$ cat src/rtl/trace_buffer.sv
// trace_buffer: circular multi-channel trace capture, frozen a fixed number of samples after a trigger.
// TRACE_TRIGGER_EN enables the channel-0 compare; without it the first sample after arming triggers.
module trace_buffer #(
    parameter int WIDTH    = 32,
    parameter int CHANNELS = 2,
    parameter int DEPTH    = 16,
    parameter int POST     = 8
) (
    input  logic                          i_clk,
    input  logic                          i_rst_n,
    input  logic                          i_sample_valid,
    input  logic [CHANNELS*WIDTH-1:0]     i_sample_data,
    input  logic [WIDTH-1:0]              i_trig_value,
    input  logic                          i_arm,
    input  logic [$clog2(DEPTH)-1:0]      i_rd_addr,
    output logic [CHANNELS*WIDTH-1:0]     o_rd_data,
    output logic                          o_armed,
    output logic                          o_triggered,
    output logic                          o_done,
    output logic [$clog2(DEPTH):0]        o_count
);
    localparam int AW = $clog2(DEPTH);
    localparam int DW = CHANNELS * WIDTH;

    typedef enum logic [1:0] {S_IDLE, S_ARMED, S_POST, S_DONE} state_t;

    state_t          r_state, w_next;
    logic [AW-1:0]   r_wr_ptr, r_remaining, w_phys;
    logic [AW:0]     r_count;
    logic [DW-1:0]   r_mem [DEPTH];
    logic [DW-1:0]   r_rd_data;
    logic            w_hit, w_wr, w_last;

`ifdef TRACE_TRIGGER_EN
    assign w_hit = i_sample_data[WIDTH-1:0] == i_trig_value;
`else
    logic w_unused_trig;
    assign w_unused_trig = ^i_trig_value;
    assign w_hit = 1'b1;
`endif

    // A same-cycle arm wins: the sample is dropped and the capture restarts.
    assign w_wr   = i_rst_n && i_sample_valid && !i_arm && (r_state == S_ARMED || r_state == S_POST);
    assign w_last = r_remaining == AW'(1);
    assign w_phys = r_wr_ptr - r_count[AW-1:0] + i_rd_addr;

    always_ff @(posedge i_clk) begin
        if (!i_rst_n) r_state <= S_IDLE;
        else          r_state <= w_next;
    end

    always_comb begin
        w_next = i_arm ? S_ARMED :
                 (w_wr && r_state == S_ARMED && w_hit) ? ((POST == 0) ? S_DONE : S_POST) :
                 (w_wr && r_state == S_POST && w_last) ? S_DONE : r_state;
    end

    always_comb begin
        o_armed     = r_state == S_ARMED || r_state == S_POST;
        o_triggered = r_state == S_POST || r_state == S_DONE;
        o_done      = r_state == S_DONE;
    end

    always_ff @(posedge i_clk) begin
        if (!i_rst_n) begin
            r_wr_ptr    <= '0;
            r_count     <= '0;
            r_remaining <= '0;
            r_rd_data   <= '0;
        end else begin
            r_rd_data <= ({1'b0, i_rd_addr} < r_count) ? r_mem[w_phys] : '0;
            if (i_arm) begin
                r_wr_ptr <= '0;
                r_count  <= '0;
            end else if (w_wr) begin
                r_wr_ptr <= r_wr_ptr + AW'(1);
                r_count  <= (r_count == (AW+1)'(DEPTH)) ? r_count : r_count + (AW+1)'(1);
            end
            if (w_wr) r_remaining <= (r_state == S_ARMED) ? AW'(POST) : r_remaining - AW'(1);
        end
    end

    always_ff @(posedge i_clk) begin
        if (w_wr) r_mem[r_wr_ptr] <= i_sample_data;
    end

    assign o_rd_data = r_rd_data;
    assign o_count   = r_count;
endmodule
$ cat config.mk
export PLATFORM = sky130hd
export DESIGN_NAME = trace_buffer
export DESIGN_NICKNAME = d
export VERILOG_FILES = /design/src/rtl/trace_buffer.sv
export SDC_FILE = /design/constraint.sdc
export NUM_CORES = 1
export LEC_CHECK = 0
export BUFFER_PORTS_ARGS = -buffer_cell sky130_fd_sc_hd__buf_4
export CORE_AREA = 8 8 383 385
export CTS_CLUSTER_DIAMETER = 80
export DETAILED_ROUTE_END_ITERATION = 8
export DIE_AREA = 0 0 391 393
export MAX_ROUTING_LAYER = met4
export SLEW_MARGIN = 10
export SYNTH_ARGS = -nofsm -noshare
export SYNTH_HDL_FRONTEND = slang
export SYNTH_SLANG_ARGS = --single-unit
$ cat constraint.sdc
create_clock -name i_clk -period 7.15 [get_ports i_clk]
set_clock_uncertainty 0.2 [all_clocks]
set_input_delay 0.3575 -clock i_clk [delete_from_list [all_inputs] [get_ports i_clk]]
set_output_delay 0.3575 -clock i_clk [all_outputs]
set_load 0.01 [all_outputs]
==> impl_metrics.tcl <==
set metrics [dict create \
    status "finished clean" \
    cts.sinks 1103 \
    first_iter_violations 1713 \
    track_usage_pct 13.6 \
    die_x_um 391 \
    yosys-top-cells-area "edfxtp_1, mux2i_1, a22oi_1" \
    ant_nets 0 \
    report.final.hold_viol_count 0 \
    synth_flop_cell "edfxtp_1" \
    drc 0 \
    synth_edf_count 1024 \
    busiest_layer "met2" \
    required_ns 7.59 \
    cts_tree "done" \
    crit_arrival_ns 5.07 \
    port_buffers 143 \
    clock.fmax_ghz 0.216 \
    clk_latency_ns 0.75 \
    drv_cap 0 \
    slowest_stage "fa_4" \
    relSlewSlack_pct 24.4 \
    cts_buffer_depth 3 \
    finalWorstPathRequiredPeriod_ns 4.63 \
    grt_pass1_wl_um 151000 \
    vias 21800 \
    dieArea_mm2 0.154 \
    avgSynthCellArea_um2 18.0 \
    ys_seq_area_share_pct 77.2 \
    power_density_mw_per_mm2 291 \
    cts-root-buf "clkbuf_16" \
    synth.largest_area_cell "edfxtp_1" \
    crit_chain "inv_1 > ha_1 > inv_1 > ha_1 > fa_4 > buf_12 > buf_4 > mux2i_1 > a22oi_1 > nand3_1 > a21oi_1" \
    final_cell_count_no_fill 4577 \
    dr.pass1.iters 5 \
    vdd_drop_max_v 0.000205 \
    use_met2_pct 22.5 \
    cts_buffers 117 \
    setup_viol 0 \
    grt_max_degree 127 \
    dp_cells 4281 \
    num-nets-final 2702 \
    pre_cts_ws_ns 2.46 \
    slew_viol_final 0 \
    synth_seq_cells 1103 \
    wirelength_um 105000 \
    critPathLaunchType "register" \
    synth_most_common_cell "edfxtp_1" \
    rsz0062_at_grt "no" \
    netlist_top_cells_count "edfxtp_1, mux2i_1, a22oi_1" \
    critPathKind "register to register" \
    syn_nets 2455 \
    yosysWarnings 0 \
    holdCritPathClass "primary input to register" \
    wire_per_inst_um 22.9 \
    end_kind "register" \
    met3_usage_pct 2.21 \
    finalCritPeriodShare_pct 64.8 \
    tightest_slew_ns 1.13 \
    tns_ns 0 \
    place.gp.congestion 0.685 \
    final_cell_area_mm2 0.0501 \
    antenna_found_initial 7 \
    synth_cell_types 38 \
    fin_ws_ns 2.52 \
    max_stage_delay_ns 1.28 \
    clk_pin_slew_ns 0.06 \
    htreeDepth 3 \
    initial_core_util_pct 29.8 \
    die_h_um 393 \
    core-area_mm2 0.141 \
    ys_async_sr_fraction_pct 0 \
    num_rows 138 \
    power.leakage_nw 17.4 \
    postCtsSetupRepairBufs 0 \
    vias_per_cell 4.76 \
    post_cts_resized 0 \
    drive_gt1_share_pct 15.1 \
    grt_pass1_vias 22100 \
    netlist_area_mm2 0.0419 \
    synth_cells 2330 \
    critPathMaxFanout 59 \
    syn_to_final_growth_pct 19.7 \
    gr-total-overflow 0 \
    placed_cell_area_mm2 0.0454 \
    num_io_pins 176 \
    use_met1_pct 17.3 \
    synthDominantCellAreaShare_pct 73.4 \
    nFillCells 13100 \
    hpwl_um 53000 \
]
==> logic make-up (layout without fill, tap and decap cells) <==
logic type	Yosys count	in the layout	synth area share (%)
simple gates	187	187	2.19
xor+xnor	15	15	0.439
compound gates	334	334	5.57
mux	513	513	12.3
other cells	0	6	0
buf+inv	157	508	1.69
flops	1103	1103	77.2
fa+ha+maj	21	21	0.681
==> layout make-up <==
class                           count  area, um2  share of cell area, %
Clock inverter                     57        786                   1.57
Inverter                           20       75.1                  0.150
Clock buffer                      166       3260                   6.51
Timing Repair Buffer              265       2290                   4.58
Antenna cell                        6       15.0                 0.0299
Tap cell                         1890       2360                   4.72
Sequential cell                  1103      32300                   64.5
Multi-Input combinational cell   1070       9020                   18.0
==> metal layers <==
layer	vias up	wire (um)
met5	-	0
met2	517	51400
met3	161	4600
met4	0	2700
met1	11300	46200
li1	9827	-
==> worst paths after layout <==
kind,depth (start not counted),start,slack (ns),end
min reg2reg,2,r_remaining[1]$_SDFFE_PN0P_,0.34,r_remaining[1]$_SDFFE_PN0P_
max reg2reg,11,r_wr_ptr[0]$_SDFFE_PP0P_,2.52,o_rd_data[56]$_SDFF_PN0_
max,11,r_wr_ptr[0]$_SDFFE_PP0P_,2.52,o_rd_data[56]$_SDFF_PN0_
min,2,i_sample_data[44],0.27,r_mem[7][44]$_DFFE_PP_
==> timing repair <==
item                                    in CTS  in global routing
endpoints found under the setup margin       0                  0
endpoints found under the hold margin     1031                  0
hold buffers                                67                  0
==> through the flow <==
step,power [W],util (%),hold WS (ns)
after floorplan,0.00796,-,0.256
after global placement,0.00841,32.3,0.321
after detailed placement,0.00841,32.3,0.330
after CTS,0.0147,35.7,0.198
after global routing,0.0151,35.7,0.261
final,0.0146,35.7,0.272
==> where the power goes <==
group,switching [W],total (W),internal [W]
registers,0.0000163,0.00710,0.00708
logic,0.000759,0.00120,0.000442
clock network,0.00256,0.00627,0.00371
==> worst max-delay path: cells and delay by family (launching register included) <==
family / cells / cell delay, ns
flops: 1 / 0.42
buf+inv: 4 / 1.22
compound gates: 2 / 0.55
simple gates: 1 / 0.13
fa+ha+maj: 3 / 1.77
mux: 1 / 0.16
==> registers in the layout, indices dropped and copies added, names as in the netlist <==
register and flops:
r_mem 1024, r_wr_ptr 4, r_state 2, o_rd_data 64, o_count 5, r_remaining 4
==> cells in the final DEF, fill, tap and decap left out, types with 3 or more instances in the layout <==
master | Yosys | final
bufinv_16 | 0 | 14
diode_2 | 0 | 6
inv_8 | 0 | 4
buf_12 | 0 | 11
dfxtp_1 | 79 | 79
mux2i_1 | 513 | 513
nor3_2 | 0 | 4
clkbuf_8 | 0 | 13
nor2_4 | 0 | 14
buf_4 | 0 | 187
a22oi_1 | 256 | 256
inv_1 | 20 | 20
clkinv_1 | 0 | 8
edfxtp_1 | 1024 | 1024
clkinv_2 | 0 | 19
xor2_1 | 5 | 5
nand4_1 | 3 | 3
nor2b_1 | 3 | 3
nor2_1 | 23 | 9
clkinv_16 | 0 | 3
xnor2_1 | 6 | 6
nand3_1 | 128 | 128
clkinvlp_4 | 0 | 3
clkbuf_1 | 63 | 35
a21oi_1 | 68 | 68
nor3_1 | 7 | 3
clkbuf_16 | 0 | 118
ha_1 | 18 | 18
dlygate4sd3_1 | 0 | 67
nand2_1 | 13 | 13
Note: power is estimated with default switching activity, not from simulation.
